### src/rtl/id_decode.sv
// ----------------------------------------------------------------------------
// id_decode
//
// Instruction-decode stage of the five-stage integer pipeline. It decodes the
// 32-bit instruction from fetch, reads the register file, and resolves both
// source operands through forwarding from the EX, MEM and WB write-back
// buses. The result is registered into the alusel/aluop/operand/destination
// bundle that EX consumes.
//
// Two hazards cannot be covered by forwarding, and both stall fetch for one
// cycle while a bubble is loaded into the output register:
//   - RAW on the result currently sitting in the output register. That value
//     only reaches the EX write-back bus on the next cycle.
//   - mfhi/mflo directly behind mthi/mtlo. This guarantees one slot of
//     separation so EX sees the new HI/LO value through MEM forwarding.
//
// Ports
//   clk, reset_n            clock; asynchronous active-low reset
//   inst_valid, if_inst     instruction from fetch (held while stall_req=1)
//   rf_raddr1/2             combinational register-file read addresses (rs, rt)
//   rf_rdata1/2             register-file read data, same cycle
//   ex_*/mem_*/wb_*         write-back buses used for operand forwarding
//   stall_req               combinational; fetch holds PC and if_inst
//   alusel, aluop           registered ALU class and operation
//   reg1_data, reg2_data    registered resolved operands
//   id_we, id_waddr         registered destination write enable / address
// ----------------------------------------------------------------------------
module id_decode (
    input  logic        clk,
    input  logic        reset_n,
    input  logic        inst_valid,
    input  logic [31:0] if_inst,
    output logic [4:0]  rf_raddr1,
    output logic [4:0]  rf_raddr2,
    input  logic [31:0] rf_rdata1,
    input  logic [31:0] rf_rdata2,
    input  logic        ex_we,
    input  logic [4:0]  ex_waddr,
    input  logic [31:0] ex_wdata,
    input  logic        mem_we,
    input  logic [4:0]  mem_waddr,
    input  logic [31:0] mem_wdata,
    input  logic        wb_we,
    input  logic [4:0]  wb_waddr,
    input  logic [31:0] wb_wdata,
    output logic        stall_req,
    output logic [2:0]  alusel,
    output logic [7:0]  aluop,
    output logic [31:0] reg1_data,
    output logic [31:0] reg2_data,
    output logic        id_we,
    output logic [4:0]  id_waddr
);

    // ALU class selectors
    localparam logic [2:0] ALUSEL_NONE  = 3'b000;
    localparam logic [2:0] ALUSEL_LOGIC = 3'b001;
    localparam logic [2:0] ALUSEL_SHIFT = 3'b010;
    localparam logic [2:0] ALUSEL_MOVE  = 3'b011;

    // Primary opcodes
    localparam logic [5:0] OP_SPECIAL = 6'h00;
    localparam logic [5:0] OP_ANDI    = 6'h0C;
    localparam logic [5:0] OP_ORI     = 6'h0D;
    localparam logic [5:0] OP_XORI    = 6'h0E;
    localparam logic [5:0] OP_LUI     = 6'h0F;

    // SPECIAL function codes
    localparam logic [5:0] F_SLL  = 6'h00;
    localparam logic [5:0] F_SRL  = 6'h02;
    localparam logic [5:0] F_SRA  = 6'h03;
    localparam logic [5:0] F_SLLV = 6'h04;
    localparam logic [5:0] F_SRLV = 6'h06;
    localparam logic [5:0] F_SRAV = 6'h07;
    localparam logic [5:0] F_MOVZ = 6'h0A;
    localparam logic [5:0] F_MOVN = 6'h0B;
    localparam logic [5:0] F_MFHI = 6'h10;
    localparam logic [5:0] F_MTHI = 6'h11;
    localparam logic [5:0] F_MFLO = 6'h12;
    localparam logic [5:0] F_MTLO = 6'h13;
    localparam logic [5:0] F_AND  = 6'h24;
    localparam logic [5:0] F_OR   = 6'h25;
    localparam logic [5:0] F_XOR  = 6'h26;
    localparam logic [5:0] F_NOR  = 6'h27;

    // Instruction fields
    logic [5:0]  op;
    logic [4:0]  rs;
    logic [4:0]  rt;
    logic [4:0]  rd;
    logic [4:0]  shamt;
    logic [5:0]  funct;
    logic [15:0] imm;

    assign op    = if_inst[31:26];
    assign rs    = if_inst[25:21];
    assign rt    = if_inst[20:16];
    assign rd    = if_inst[15:11];
    assign shamt = if_inst[10:6];
    assign funct = if_inst[5:0];
    assign imm   = if_inst[15:0];

    assign rf_raddr1 = rs;
    assign rf_raddr2 = rt;

    // Resolved source values
    logic [31:0] src1_val;
    logic [31:0] src2_val;

    // Decoded bundle and hazard qualifiers
    logic [2:0]  dec_alusel;
    logic [7:0]  dec_aluop;
    logic [31:0] dec_reg1;
    logic [31:0] dec_reg2;
    logic        dec_we;
    logic [4:0]  dec_waddr;
    logic        use_rs;
    logic        use_rt;
    logic        is_mfhilo;
    logic        is_mthilo;

    // Set while the output register holds mthi/mtlo
    logic        hilo_pend;

    logic        raw_hazard;
    logic        hilo_hazard;

    // Operand forwarding: the youngest producer wins; $0 is always zero.
    always_comb begin
        src1_val = rf_rdata1;
        if (rs == '0)
            src1_val = '0;
        else if (ex_we && (ex_waddr == rs))
            src1_val = ex_wdata;
        else if (mem_we && (mem_waddr == rs))
            src1_val = mem_wdata;
        else if (wb_we && (wb_waddr == rs))
            src1_val = wb_wdata;
    end

    always_comb begin
        src2_val = rf_rdata2;
        if (rt == '0)
            src2_val = '0;
        else if (ex_we && (ex_waddr == rt))
            src2_val = ex_wdata;
        else if (mem_we && (mem_waddr == rt))
            src2_val = mem_wdata;
        else if (wb_we && (wb_waddr == rt))
            src2_val = wb_wdata;
    end

    // Decode. Anything unrecognised, or an invalid slot, leaves the bubble
    // defaults in place.
    always_comb begin
        dec_alusel = ALUSEL_NONE;
        dec_aluop  = '0;
        dec_reg1   = '0;
        dec_reg2   = '0;
        dec_we     = 1'b0;
        dec_waddr  = '0;
        use_rs     = 1'b0;
        use_rt     = 1'b0;
        is_mfhilo  = 1'b0;
        is_mthilo  = 1'b0;

        if (inst_valid) begin
            case (op)
                OP_SPECIAL: begin
                    case (funct)
                        F_AND, F_OR, F_XOR, F_NOR: begin
                            dec_alusel = ALUSEL_LOGIC;
                            dec_aluop  = {2'b00, funct};
                            dec_reg1   = src1_val;
                            dec_reg2   = src2_val;
                            dec_we     = 1'b1;
                            dec_waddr  = rd;
                            use_rs     = 1'b1;
                            use_rt     = 1'b1;
                        end
                        F_SLL, F_SRL, F_SRA: begin
                            dec_alusel = ALUSEL_SHIFT;
                            dec_aluop  = {2'b00, funct};
                            dec_reg1   = {27'd0, shamt};
                            dec_reg2   = src2_val;
                            dec_we     = 1'b1;
                            dec_waddr  = rd;
                            use_rt     = 1'b1;
                        end
                        F_SLLV, F_SRLV, F_SRAV: begin
                            dec_alusel = ALUSEL_SHIFT;
                            dec_aluop  = {2'b00, funct};
                            dec_reg1   = src1_val;
                            dec_reg2   = src2_val;
                            dec_we     = 1'b1;
                            dec_waddr  = rd;
                            use_rs     = 1'b1;
                            use_rt     = 1'b1;
                        end
                        F_MOVZ, F_MOVN: begin
                            // Conditional move: the write enable depends on
                            // the resolved rt, so forwarding feeds it too.
                            dec_alusel = ALUSEL_MOVE;
                            dec_aluop  = {2'b00, funct};
                            dec_reg1   = src1_val;
                            dec_reg2   = src2_val;
                            dec_we     = (funct == F_MOVZ) ? (src2_val == '0)
                                                           : (src2_val != '0);
                            dec_waddr  = rd;
                            use_rs     = 1'b1;
                            use_rt     = 1'b1;
                        end
                        F_MFHI, F_MFLO: begin
                            dec_alusel = ALUSEL_MOVE;
                            dec_aluop  = {2'b00, funct};
                            dec_we     = 1'b1;
                            dec_waddr  = rd;
                            is_mfhilo  = 1'b1;
                        end
                        F_MTHI, F_MTLO: begin
                            dec_alusel = ALUSEL_MOVE;
                            dec_aluop  = {2'b00, funct};
                            dec_reg1   = src1_val;
                            use_rs     = 1'b1;
                            is_mthilo  = 1'b1;
                        end
                        default: ;
                    endcase
                end
                OP_ANDI, OP_ORI, OP_XORI, OP_LUI: begin
                    dec_alusel = ALUSEL_LOGIC;
                    dec_aluop  = {2'b00, op};
                    dec_reg1   = src1_val;
                    dec_reg2   = {16'd0, imm};
                    dec_we     = 1'b1;
                    dec_waddr  = rt;
                    use_rs     = 1'b1;
                end
                default: ;
            endcase

            // Writes to $0 are discarded; the all-zero NOP never writes.
            if (dec_waddr == '0)
                dec_we = 1'b0;
        end
    end

    // id_we=1 implies id_waddr!=0, so a $0 source can never match here.
    assign raw_hazard  = id_we && ((use_rs && (rs == id_waddr)) ||
                                   (use_rt && (rt == id_waddr)));
    assign hilo_hazard = is_mfhilo && hilo_pend;
    assign stall_req   = inst_valid && (raw_hazard || hilo_hazard);

    // Output register. A stall loads a bubble, which also clears hilo_pend,
    // so the held instruction re-decodes without a hazard on the next cycle.
    always_ff @(posedge clk or negedge reset_n) begin
        if (!reset_n) begin
            alusel    <= ALUSEL_NONE;
            aluop     <= '0;
            reg1_data <= '0;
            reg2_data <= '0;
            id_we     <= 1'b0;
            id_waddr  <= '0;
            hilo_pend <= 1'b0;
        end else if (stall_req) begin
            alusel    <= ALUSEL_NONE;
            aluop     <= '0;
            reg1_data <= '0;
            reg2_data <= '0;
            id_we     <= 1'b0;
            id_waddr  <= '0;
            hilo_pend <= 1'b0;
        end else begin
            alusel    <= dec_alusel;
            aluop     <= dec_aluop;
            reg1_data <= dec_reg1;
            reg2_data <= dec_reg2;
            id_we     <= dec_we;
            id_waddr  <= dec_waddr;
            hilo_pend <= is_mthilo;
        end
    end

endmodule

### config.mk
export PLATFORM = sky130hd
export DESIGN_NAME = id_decode
export DESIGN_NICKNAME = d
export VERILOG_FILES = /design/src/rtl/id_decode.sv
export SDC_FILE = /design/constraint.sdc
export NUM_CORES = 1
export LEC_CHECK = 0
export CAP_MARGIN = 20
export CORE_ASPECT_RATIO = 0.9
export CORE_UTILIZATION = 41
export CTS_CLUSTER_DIAMETER = 100
export CTS_CLUSTER_SIZE = 16
export DETAILED_ROUTE_END_ITERATION = 6
export PLACE_DENSITY = 0.88
export SETUP_SLACK_MARGIN = 0.05
export SYNTH_ARGS = -nofsm -noshare
export SYNTH_HDL_FRONTEND = slang
export SYNTH_SLANG_ARGS = --single-unit
### constraint.sdc
create_clock -name clk -period 3 [get_ports clk]
set_clock_uncertainty 0.1 [all_clocks]
set_input_delay 0.45 -clock clk [delete_from_list [all_inputs] [get_ports clk]]
set_output_delay 0.45 -clock clk [all_outputs]
set_load 0.05 [all_outputs]
==> insert_results.sql, run 1 <==
INSERT INTO impl_metrics (metric_group, metric, value, unit) VALUES
('placed_design', 'post_placement_worst_setup_slack', '-0.452', 'ns'),
('sta', 'timing.final.ws_setup', '0.0713', 'ns'),
('yosys', 'distinct_cell_type_count_of_the_synthesized_netlist', '59', ''),
('drt', 'post_drt_wl_per_cell', '21.0', 'um'),
('floorplanning', 'placementRows', '41', ''),
('global_routing', 'globalRoute.totalOverflow', '0', ''),
('floorplanning', 'die_w', '131', 'um'),
('floorplanning', 'fp.dieArea', '15400', 'um2'),
('clock_network', 'cts.clk_slew.worst_paths', '0.06', 'ns'),
('floorplanning', 'initial_core_util', '42.9', '%'),
('clock_network', 'worstSkewPairLatency', '0.35', 'ns'),
('drt', 'routed_wl', '28400', 'um'),
('drt', 'dr.first_iter.drc_count', '641', ''),
('global_routing', 'globalRouteTotalUtil', '35.9', '%'),
('clock_network', 'ctsRootBufferMaster', 'sky130_fd_sc_hd__clkbuf_16', ''),
('setup_path', 'launching_point_of_the_worst_reg2reg_path', 'id_waddr[1]', ''),
('setup_path', 'cp_cell_sequence', 'clkdlybuf4s50_1, inv_1, or4_4, o311ai_4, a21oi_2, nor2_2, buf_6, buf_12', ''),
('yosys', 'postSynthCellCount', '781', ''),
('power', 'power_switching_share', '29.1', '%'),
('yosys', 'synth_largest_type_area_fraction', '32.3', '%'),
('global_routing', 'grt_start_max_net_pins', '80', ''),
('cells_and_area', 'area.growth.synth_to_final', '75.3', '%'),
('sta', 'min_period', '2.93', 'ns'),
('setup_path', 'critPathArrivalTime', '2.38', 'ns'),
('yosys', 'netlist_top_cells_area', 'sky130_fd_sc_hd__dfrtp_1, sky130_fd_sc_hd__nor2_1, sky130_fd_sc_hd__a21oi_1, sky130_fd_sc_hd__a211oi_1, sky130_fd_sc_hd__mux2i_1', ''),
('cells_and_area', 'num-nets-final', '1366', ''),
('clock_network', 'clock_tree.htree_level_count', '3', ''),
('outcome', 'failed_checks', 'hold timing', ''),
('power', 'power.clock.fraction', '35.2', '%'),
('drt', 'highest_layer', 'met4', ''),
('power', 'net-switching-power', '0.000924', 'W'),
('global_routing', 'antenna_violations_before_repair', '1', ''),
('sta', 'timing.final.max_slew_violations', '0', ''),
('power', 'power.share.combinational', '30.9', '%'),
('sta', 'fin_crit_sh', '97.6', '%'),
('clock_network', 'clock_buffers_created_by_tritoncts', '9', ''),
('power', 'worst_ir_drop_vdd', '268', 'uV'),
('hold_path', 'timing.hold.worst.class', 'in2async', ''),
('setup_path', 'critPathSlowestCell', 'sky130_fd_sc_hd__clkdlybuf4s50_1', ''),
('drt', 'detail_route.wirelength.met1', '10400', 'um'),
('power', 'part_of_the_total_power_dissipated_in_sequential_elements', '33.9', '%'),
('setup_path', 'setup.reg_to_reg.worst_slack', '0.52', 'ns'),
('setup_path', 'critical_path.endpoint_type', 'output pin', ''),
('drt', 'met3WireLength', '3160', 'um'),
('setup_path', 'worst-setup-path-type', 'in2out', ''),
('drt', 'vias_per_cell', '5.88', ''),
('setup_path', 'timing.rr.end', 'id_we', ''),
('floorplanning', 'die_y', '118', 'um'),
('sta', 'rsz0062_at_grt', 'yes', ''),
('yosys', 'ys.warnings.count', '0', ''),
('drt', 'dr_wl_met2', '13500', 'um'),
('yosys', 'yosys_register_bits', '79', ''),
('sta', 'final.hold.worst_slack', '-0.0135', 'ns'),
('sta', 'fmaxAchievable', '341', 'MHz'),
('sta', 'worst_slew_margin_rel', '51.5', '%'),
('drt', 'via_count', '7944', ''),
('yosys', 'synth_enable_flop_cells', '0', ''),
('yosys', 'share_of_flip_flops_with_an_asynchronous_set_or_reset', '100', '%'),
('floorplanning', 'coreArea', '14300', 'um2'),
('sta', 'report.final.setup_viol', '0', ''),
('yosys', 'synth.avg_cell_area', '7.83', 'um2'),
('setup_path', 'depth_of_the_worst_register_to_register_path', '10', ''),
('setup_path', 'timing.critical_path.slowest_cell_delay', '0.62', 'ns'),
('yosys', 'synth-main-ff-cell', 'sky130_fd_sc_hd__dfrtp_1', ''),
('sta', 'worst_slew_pin_slew', '0.725', 'ns'),
('sta', 'hold_viol_final', '20', ''),
('outcome', 'status', 'finished with violations', ''),
('placed_design', 'dpl.hpwl', '21900', 'um'),
('global_routing', 'first_global_vias', '7770', ''),
('floorplanning', 'io_pins', '305', ''),
('setup_path', 'worst-endpoint-required', '2.45', 'ns');
sequential cells by signal (all words and copies together), names as in the netlist:
| signal | flops |
|---|---|
| aluop | 6 |
| alusel | 2 |
| hilo_pend | 1 |
| id_waddr | 5 |
| id_we | 1 |
| reg1_data | 32 |
| reg2_data | 32 |
cell families after synthesis:
kind of cell              synth area share [%]
xor gates and xnor gates                  6.22
muxes                                     7.80
buffers and inverters                     7.51
AOI/OAI and AO/OA                         21.8
other                                   0.0613
and+or+nand+nor                           24.3
DFF                                       32.3
per-stage QoR:
stage	setup TNS [ns]	cell area (um2)	std cells	util, %	power (W)
2_1_floorplan	0	6120	783	-	0.00146
3_3_place_gp	-1.26	10000	1323	70.1	0.00200
3_5_place_dp	-1.74	10000	1323	70.1	0.00201
4_1_cts	0	10400	1341	73.0	0.00313
5_1_grt	-0.00203	10700	1351	75.1	0.00328
6_report	0	10700	1351	75.1	0.00317
how the worst max path moves through the flow:
stage / startpoint / endpoint / slack, ns / cells after the start
floorplan: if_inst[0] / stall_req / 0.31 / 6
global placement: if_inst[20] / id_we / -0.36 / 10
detailed placement: if_inst[20] / id_we / -0.45 / 10
CTS: if_inst[2] / stall_req / 0.05 / 10
global route: ex_waddr[0] / id_we / -0.002 / 11
finish: if_inst[0] / stall_req / 0.07 / 8
power by group through the flow:
stage	registers, W	logic (W)	clock network (W)
after floorplan	0.00112	0.000341	0
after global placement	0.00109	0.000905	0
after detailed placement	0.00110	0.000913	0
after CTS	0.00108	0.000928	0.00113
after global routing	0.00108	0.00103	0.00117
final	0.00108	0.000980	0.00112
synth_stat cells (12+ instances only):
master,number
sky130_fd_sc_hd__a22oi_1,15
sky130_fd_sc_hd__clkbuf_1,35
sky130_fd_sc_hd__and3_1,21
sky130_fd_sc_hd__a21oi_1,67
sky130_fd_sc_hd__a211oi_1,44
sky130_fd_sc_hd__xor2_1,24
sky130_fd_sc_hd__xnor2_1,12
sky130_fd_sc_hd__buf_2,16
sky130_fd_sc_hd__a311oi_1,17
sky130_fd_sc_hd__nor4_1,13
sky130_fd_sc_hd__mux2i_1,33
sky130_fd_sc_hd__nor3_1,28
sky130_fd_sc_hd__buf_4,17
sky130_fd_sc_hd__dfrtp_1,79
sky130_fd_sc_hd__nor2_1,156
sky130_fd_sc_hd__o21ai_0,24
sky130_fd_sc_hd__nand2_1,68
placed cells by master, fill, tap and decap left out, types with 11 or more instances in the layout:
cell                                n
sky130_fd_sc_hd__and3_1            18
sky130_fd_sc_hd__a21oi_1           64
sky130_fd_sc_hd__nand2_1           68
sky130_fd_sc_hd__o21ai_0           23
sky130_fd_sc_hd__mux2i_1           33
sky130_fd_sc_hd__dfrtp_1           79
sky130_fd_sc_hd__xor2_1            23
sky130_fd_sc_hd__clkdlybuf4s50_1  288
sky130_fd_sc_hd__nor3_1            26
sky130_fd_sc_hd__nor2_1           154
sky130_fd_sc_hd__a22oi_1           15
sky130_fd_sc_hd__buf_12            11
sky130_fd_sc_hd__a211oi_1          33
sky130_fd_sc_hd__buf_4            126
sky130_fd_sc_hd__xnor2_1           12
sky130_fd_sc_hd__a311oi_1          17
sky130_fd_sc_hd__a211oi_2          11
routing by layer:
metal | track usage, % | vias to the layer above
li1 | - | 3533
met2 | 60.2 | 576
met1 | 42.4 | 3726
met5 | 0 | -
met4 | 17.2 | 0
met3 | 8.95 | 109
final cells by class:
type / instances / area (um2)
antenna: 1 / 2.50
tap: 193 / 241
fill: 1050 / 3550
timing repair buffer: 439 / 4220
clock inverter: 5 / 57.6
multi-input combinational: 619 / 3960
sequential: 79 / 1980
clock buffer: 10 / 239
inverter: 5 / 18.8
what timing repair did:
item                       4_1_cts  5_1_grt
resized for setup               22       45
buffers inserted                 3        6
cloned                           0        2
setup endpoints to repair        2        3
pin swaps                       10       21
hold buffers                     0        0
(Power assumes the default switching activity.)
==> run 2: changes to the inputs <==
ABC_AREA = 1   (was unset)
CORE_UTILIZATION = 42   (was 41)
CTS_CLUSTER_DIAMETER = 50   (was 100)
clock period = 3.3 ns   (was 3 ns; I/O delays follow)
==> run 2 against run 1 <==
Effect of this change:
- critical endpoint unchanged
- synthesized cell count up 37%
- non-clock buffer count decreased by 107
- cell area fell by 5.4%
- utilization down 7.2 points
- sequential power decreased by 9.8%
- sequential cell count did not move
- clock power is 6% lower
- the flow now finishes without violations
- synthesized area is 6.4% higher
- global-route usage fell by 3.0 points
- combinational power is 22% lower
==> insert_results.sql, run 2 <==
INSERT INTO impl_metrics (metric_group, metric, value, unit) VALUES
('outcome', 'status', 'completed', ''),
('floorplanning', 'die_w', '133', 'um'),
('drt', 'vias_per_cell', '5.37', ''),
('sta', 'worst_slew_pin_slew', '0.905', 'ns'),
('setup_path', 'cp_cell_sequence', 'clkdlybuf4s50_1, buf_4, xnor2_1, nand4_1, nor2_1, nand3_1, nand2_1, nand2_1, nand2_1, inv_1, nor2_2, buf_12', ''),
('sta', 'fin_crit_sh', '96.4', '%'),
('drt', 'drtAntennaViolNets', '0', ''),
('yosys', 'synth.top_cells.by_count', 'sky130_fd_sc_hd__nand2_1, sky130_fd_sc_hd__nor2_1, sky130_fd_sc_hd__inv_1', ''),
('clock_network', 'total_number_of_clock_tree_sinks', '79', ''),
('drt', 'post_drt_wl_per_cell', '17.0', 'um'),
('setup_path', 'critPathMostFrequentCell', 'sky130_fd_sc_hd__nand2_1', ''),
('sta', 'hold_viol_final', '0', ''),
('placed_design', 'post_placement_cell_count', '1536', ''),
('sta', 'worst_slew_margin_rel', '39.6', '%'),
('drt', 'routed_wl', '26400', 'um'),
('power', 'power-per-cell-area', '275', 'nW/um2'),
('clock_network', 'worstSkewPairLatency', '0.34', 'ns'),
('yosys', 'netlist_top_cells_area', 'sky130_fd_sc_hd__dfrtp_1, sky130_fd_sc_hd__nand2_1, sky130_fd_sc_hd__nor2_1, sky130_fd_sc_hd__inv_1, sky130_fd_sc_hd__a21oi_1', ''),
('clock_network', 'ctsRootBufferMaster', 'sky130_fd_sc_hd__clkbuf_16', ''),
('drt', 'via_count', '8339', ''),
('setup_path', 'worst_path_dominant_cell_family', 'buffers and inverters', ''),
('sta', 'report.final.setup_viol', '0', ''),
('setup_path', 'worst-setup-path-type', 'in2out', ''),
('clock_network', 'cts.clk_slew.worst_paths', '0.06', 'ns'),
('clock_network', 'clk_path_buf_depth', '2', ''),
('sta', 'timing.final.ws_setup', '0.119', 'ns'),
('global_routing', 'first_global_vias', '7857', ''),
('yosys', 'synth_seq_area_share', '30.4', '%'),
('clock_network', 'hold_buffers', '0', ''),
('setup_path', 'critPathSlowestCell', 'sky130_fd_sc_hd__clkdlybuf4s50_1', ''),
('cells_and_area', 'most_common_cell_after_layout_fill_and_taps_aside', 'sky130_fd_sc_hd__clkdlybuf4s50_1', ''),
('yosys', 'synth.avg_cell_area', '6.09', 'um2'),
('cells_and_area', 'num-nets-final', '1563', ''),
('global_routing', 'antenna_violations_before_repair', '0', ''),
('yosys', 'synth.cell_area', '6500', 'um2'),
('setup_path', 'critical_path.startpoint_type', 'input port', ''),
('setup_path', 'worst-endpoint-required', '2.70', 'ns'),
('clock_network', 'clock_tree_from_tritoncts', 'done', ''),
('floorplanning', 'io_pins', '305', ''),
('job', 'max-cap-violations', '0', ''),
('setup_path', 'timing.critical_path.slowest_cell_delay', '0.63', 'ns'),
('global_routing', 'grt_start_max_net_pins', '65', ''),
('floorplanning', 'die_y', '120', 'um'),
('setup_path', 'critPathArrivalTime', '2.59', 'ns'),
('cells_and_area', 'drive_above_1_share', '6.13', '%'),
('cells_and_area', 'layout_common_cells', 'sky130_fd_sc_hd__clkdlybuf4s50_1, sky130_fd_sc_hd__nand2_1, sky130_fd_sc_hd__nor2_1', ''),
('yosys', 'share_of_flip_flops_with_an_asynchronous_set_or_reset', '100', '%'),
('cells_and_area', 'largestRegisters', 'reg1_data (32), reg2_data (32), aluop (6)', ''),
('setup_path', 'critical_path.endpoint_type', 'output pin', ''),
('cells_and_area', 'num_antenna_cells', '0', ''),
('placed_design', 'io_buffers', '301', ''),
('global_routing', 'globalRoute.totalOverflow', '0', ''),
('sta', 'rsz0062_at_grt', 'no', ''),
('floorplanning', 'initial_core_util', '43.6', '%'),
('sta', 'fmaxAchievable', '314', 'MHz'),
('setup_path', 'cp_num_buf_inv', '4', ''),
('yosys', 'postSynthCellCount', '1069', ''),
('yosys', 'ys.warnings.count', '0', ''),
('clock_network', 'clock_buffers_created_by_tritoncts', '9', ''),
('sta', 'min_period', '3.18', 'ns'),
('setup_path', 'worst-path-max-fanout', '5', ''),
('drt', 'dr.first_iter.drc_count', '859', ''),
('yosys', 'yosys_register_bits', '79', ''),
('cells_and_area', 'layoutNonFillerInstCount', '1553', ''),
('cells_and_area', 'postLayoutCoreUtil', '67.9', '%'),
('clock_network', 'clock_tree.htree_level_count', '3', ''),
('yosys', 'synth_largest_type_area_fraction', '30.4', '%'),
('drt', 'drt_drc_violations_left', '0', ''),
('hold_path', 'timing.hold.worst.class', 'in2async', ''),
('yosys', 'distinct_cell_type_count_of_the_synthesized_netlist', '40', ''),
('floorplanning', 'placementRows', '42', ''),
('drt', 'first_pass_iters', '7', ''),
('yosys', 'synth-main-ff-cell', 'sky130_fd_sc_hd__dfrtp_1', ''),
('sta', 'timing.final.max_slew_violations', '0', ''),
('yosys', 'synth_top_cell_by_area', 'sky130_fd_sc_hd__dfrtp_1', ''),
('placed_design', 'dpl.hpwl', '20000', 'um'),
('yosys', 'synth_most_common_cell', 'sky130_fd_sc_hd__nand2_1', ''),
('cells_and_area', 'area.growth.synth_to_final', '55.7', '%'),
('floorplanning', 'coreArea', '14900', 'um2'),
('placed_design', 'post_placement_worst_setup_slack', '-0.0650', 'ns'),
('floorplanning', 'fp.dieArea', '16000', 'um2'),
('yosys', 'synth_enable_flop_cells', '0', ''),
('power', 'power.leakage', '5.01', 'nW'),
('global_routing', 'globalRouteTotalUtil', '32.9', '%'),
('placed_design', 'place.gp.congestion', '0.971', ''),
('global_routing', 'grt_first_pass_wirelength', '40900', 'um'),
('power', 'worst_ir_drop_vdd', '272', 'uV');
-- run 2: path summary, 6_finish.rpt --
path                             start            end  slack, ns  cells past startpoint
hold reg to reg              hilo_pend   reg1_data[4]       0.60                      3
hold / removal                 reset_n  reg1_data[13]       0.17                      1
setup reg to reg           id_waddr[3]   reg2_data[4]       1.13                     10
min in group clk            if_inst[3]   reg2_data[3]       0.41                      3
setup / recovery           if_inst[17]      stall_req       0.12                     12
max in group asynchronous      reset_n  reg1_data[26]       2.23                      2
-- run 2: stage by stage --
step           hold slack [ns]  setup TNS (ns)  instance area, um2  power (W)
3_5_place_dp             0.569         -0.0650                9800    0.00175
6_report                 0.167               0               10100    0.00279
5_1_grt                  0.228               0               10100    0.00291
4_1_cts                  0.204               0               10100    0.00280
2_1_floorplan           0.0994               0                6510    0.00133
3_3_place_gp             0.560               0                9800    0.00174
-- run 2: timing repair --
item / in CTS / in global routing
endpoints found under the setup margin: 1 / 1
resized for setup: 3 / 5
setup buffers: 1 / 0
pin swaps: 1 / 0
-- run 2: layout make-up --
class / count / area (um2)
clock buffers: 12 / 256
clock inverters: 4 / 52.6
fillers: 1319 / 4790
inverters: 176 / 661
multi-input cells: 752 / 3530
flip-flops and latches: 79 / 1980
well taps: 198 / 248
repair buffers: 332 / 3400
-- run 2: cell families after synthesis --
group	Yosys count	synth area share [%]
and+or+nand+nor	517	33.2
buffers and inverters	240	15.8
AOI/OAI and AO/OA	215	18.2
DFF	79	30.4
xor gates and xnor gates	14	1.89
muxes	3	0.462
other	1	0.0576
-- run 2: per-layer routing --
layer  global-route usage, %  part of all wire, %  up-vias
met5                       0                    0        -
met1                    41.4                   39     3777
met4                    17.1                  5.0        0
li1                        -                    -     3926
met3                    6.08                  9.9       94
met2                    54.0                   46      542
-- run 2: power by group --
part | leakage [nW] | switching [W] | total [W] | internal [W]
logic | 3.76 | 0.000397 | 0.000768 | 0.000371
registers | 1.10 | 0.00000175 | 0.000974 | 0.000972
clock network | 0.153 | 0.000416 | 0.00105 | 0.000631
total | 5.01 | 0.000815 | 0.00279 | 0.00197
==> run 3: changes to the inputs <==
RECOVER_POWER = 100   (was unset)
==> run 3 against run 2 <==
Effect of this change:
- routed wire length is 0.17% lower
- first-iteration DRC count fell by 8.6%
- sequential power about the same
- the run now ends with capacitance limit, slew limit left
==> insert_results.sql, run 3 (synthesis gave the netlist of run 2 again) <==
INSERT INTO impl_metrics (metric_group, metric, value, unit) VALUES
('global_routing', 'grt_most_used_layer', 'met2', ''),
('drt', 'post_drt_wl_per_cell', '16.9', 'um'),
('power', 'power_switching_share', '29.3', '%'),
('floorplanning', 'placementRows', '42', ''),
('sta', 'hold_viol_final', '0', ''),
('placed_design', 'dpl.hpwl', '20000', 'um'),
('sta', 'fmaxAchievable', '317', 'MHz'),
('global_routing', 'grt_use_met1', '41.4', '%'),
('global_routing', 'antenna_violations_before_repair', '0', ''),
('outcome', 'status', 'finished with violations', ''),
('power', 'worst_ir_drop_vdd', '272', 'uV'),
('setup_path', 'worst-path-max-fanout', '6', ''),
('clock_network', 'clock_buffers_created_by_tritoncts', '9', ''),
('cells_and_area', 'area.growth.synth_to_final', '54.1', '%'),
('global_routing', 'grt_start_max_net_pins', '65', ''),
('clock_network', 'hold_buffers', '0', ''),
('sta', 'timing.final.max_slew_violations', '65', ''),
('clock_network', 'ctsRootBufferMaster', 'sky130_fd_sc_hd__clkbuf_16', ''),
('drt', 'drt_drc_violations_left', '0', ''),
('global_routing', 'first_global_vias', '7857', ''),
('global_routing', 'globalRouteTotalUtil', '32.9', '%'),
('sta', 'min_period', '3.15', 'ns'),
('drt', 'first_pass_iters', '5', ''),
('global_routing', 'globalRoute.totalOverflow', '0', ''),
('setup_path', 'critical_path.endpoint_type', 'output pin', ''),
('power', 'power.clock.fraction', '37.7', '%'),
('cells_and_area', 'fillers', '1345', ''),
('sta', 'worst_slew_margin_rel', '-18.0', '%'),
('hold_path', 'timing.hold.worst.class', 'in2reg', ''),
('floorplanning', 'die_y', '120', 'um'),
('sta', 'worst_slew_pin_slew', '1.77', 'ns'),
('floorplanning', 'die_w', '133', 'um'),
('drt', 'dr.first_iter.drc_count', '785', ''),
('floorplanning', 'coreArea', '14900', 'um2'),
('drt', 'vias_per_cell', '5.32', ''),
('cells_and_area', 'largestRegisters', 'reg1_data (32), reg2_data (32), aluop (6)', ''),
('power', 'net-switching-power', '0.000813', 'W'),
('power', 'power.share.combinational', '27.3', '%'),
('clock_network', 'clock_tree_from_tritoncts', 'done', ''),
('clock_network', 'clk_path_buf_depth', '2', ''),
('cells_and_area', 'postLayoutCoreUtil', '67.2', '%'),
('power', 'intPower', '0.00197', 'W'),
('sta', 'report.final.setup_viol', '0', ''),
('cells_and_area', 'layout_common_cells', 'sky130_fd_sc_hd__nand2_1, sky130_fd_sc_hd__clkdlybuf4s50_1, sky130_fd_sc_hd__nor2_1', ''),
('cells_and_area', 'drive_above_1_share', '4.72', '%'),
('cells_and_area', 'num_antenna_cells', '0', ''),
('job', 'max-cap-violations', '1', ''),
('outcome', 'failed_checks', 'capacitance limit, slew limit', ''),
('sta', 'timing.final.ws_setup', '0.150', 'ns'),
('sta', 'fin_crit_sh', '95.5', '%'),
('setup_path', 'critical_path.startpoint_type', 'input port', ''),
('power', 'power-per-cell-area', '277', 'nW/um2'),
('cells_and_area', 'num-nets-final', '1563', ''),
('clock_network', 'total_number_of_clock_tree_sinks', '79', ''),
('floorplanning', 'initial_core_util', '43.6', '%'),
('floorplanning', 'fp.dieArea', '16000', 'um2'),
('drt', 'via_count', '8265', ''),
('sta', 'rsz0062_at_grt', 'no', ''),
('global_routing', 'globalRouteMet3Util', '6.08', '%'),
('clock_network', 'worstSkewPairLatency', '0.34', 'ns'),
('setup_path', 'critPathArrivalTime', '2.56', 'ns'),
('sta', 'final.hold.worst_slack', '0.408', 'ns'),
('setup_path', 'worst-setup-path-type', 'in2out', ''),
('placed_design', 'post_placement_worst_setup_slack', '-0.0650', 'ns'),
('drt', 'routed_wl', '26300', 'um'),
('global_routing', 'grt_first_pass_wirelength', '40900', 'um'),
('cells_and_area', 'area_taken_by_multi_input_logic_gates', '3490', 'um2'),
('drt', 'drtAntennaViolNets', '0', ''),
('power', 'part_of_the_total_power_dissipated_in_sequential_elements', '35.0', '%'),
('setup_path', 'worst-endpoint-required', '2.70', 'ns'),
('placed_design', 'io_buffers', '301', ''),
('clock_network', 'clock_tree.htree_level_count', '3', ''),
('global_routing', 'met2_usage', '54.0', '%'),
('cells_and_area', 'seqCellArea', '1980', 'um2'),
('sta', 'finalSetupTns', '0', 'ns'),
('placed_design', 'place.gp.congestion', '0.971', ''),
('power', 'power.leakage', '5.27', 'nW'),
('clock_network', 'cts.clk_slew.worst_paths', '0.06', 'ns'),
('floorplanning', 'io_pins', '305', '');
[run 3: cell types whose count changed in the layout (fill, tap and decap cells not counted), sizes merged]
cell and change:
buf -7, dlygate4sd3 +88, clkdlybuf4s50 -88, clkbuf +7
[run 3: path summary, 6_finish.rpt]
path	from	to	slack, ns	cells past startpoint
max	if_inst[19]	stall_req	0.15	12
min	if_inst[3]	reg2_data[3]	0.41	3
max reg2reg	id_waddr[3]	reg2_data[4]	0.71	10
min reg2reg	hilo_pend	reg1_data[4]	0.60	3
max in group asynchronous	reset_n	reg2_data[17]	1.43	2
min in group asynchronous	reset_n	reg1_data[13]	0.53	1
[run 3: area by class of cell]
class	count	share of cell area, %
Tap cell	198	2.47
Inverter	176	6.59
Sequential cell	79	19.7
Clock buffer	12	2.56
Clock inverter	4	0.524
Timing Repair Buffer	332	33.4
Multi-Input combinational cell	752	34.8
[run 3: power groups by stage]
stage	Combinational, W	Clock (W)	Sequential (W)
after floorplan	0.000328	0	0.00100
after global placement	0.000749	0	0.000991
after detailed placement	0.000758	0	0.000992
after CTS	0.000762	0.00106	0.000973
after global routing	0.000824	0.00111	0.000973
final	0.000758	0.00105	0.000973
[run 3: worst max-delay path, cell delays in order]
cell,delay [ns]
sky130_fd_sc_hd__clkdlybuf4s50_1,0.64
sky130_fd_sc_hd__buf_4,0.19
sky130_fd_sc_hd__xnor2_1,0.11
sky130_fd_sc_hd__nand4_1,0.11
sky130_fd_sc_hd__nor2_1,0.22
sky130_fd_sc_hd__nand3_1,0.12
sky130_fd_sc_hd__nand2_1,0.10
sky130_fd_sc_hd__nand2_1,0.06
sky130_fd_sc_hd__nand2_1,0.09
sky130_fd_sc_hd__inv_1,0.07
sky130_fd_sc_hd__nor2_1,0.18
sky130_fd_sc_hd__buf_12,0.17
[run 3: per-layer routing]
metal / wire, um / up-vias / part of all wire [%]
met3: 2590 / 92 / 9.8
met2: 12200 / 541 / 46
met1: 10200 / 3698 / 39
met4: 1330 / 0 / 5.0
li1: - / 3934 / -
met5: 0 / - / 0
[run 3: through the flow]
stage | power, W | area (um2) | instances
after CTS | 0.00280 | 10100 | 1553
after detailed placement | 0.00175 | 9800 | 1536
after global routing | 0.00290 | 10000 | 1553
final | 0.00278 | 10000 | 1553
after floorplan | 0.00133 | 6510 | 1071
after global placement | 0.00174 | 9800 | 1536
[run 3: what timing repair did]
item / in CTS / in global routing
endpoints found under the setup margin: 1 / 1
resized for setup: 3 / 5
buffers inserted: 1 / 0
pin swaps: 1 / 0
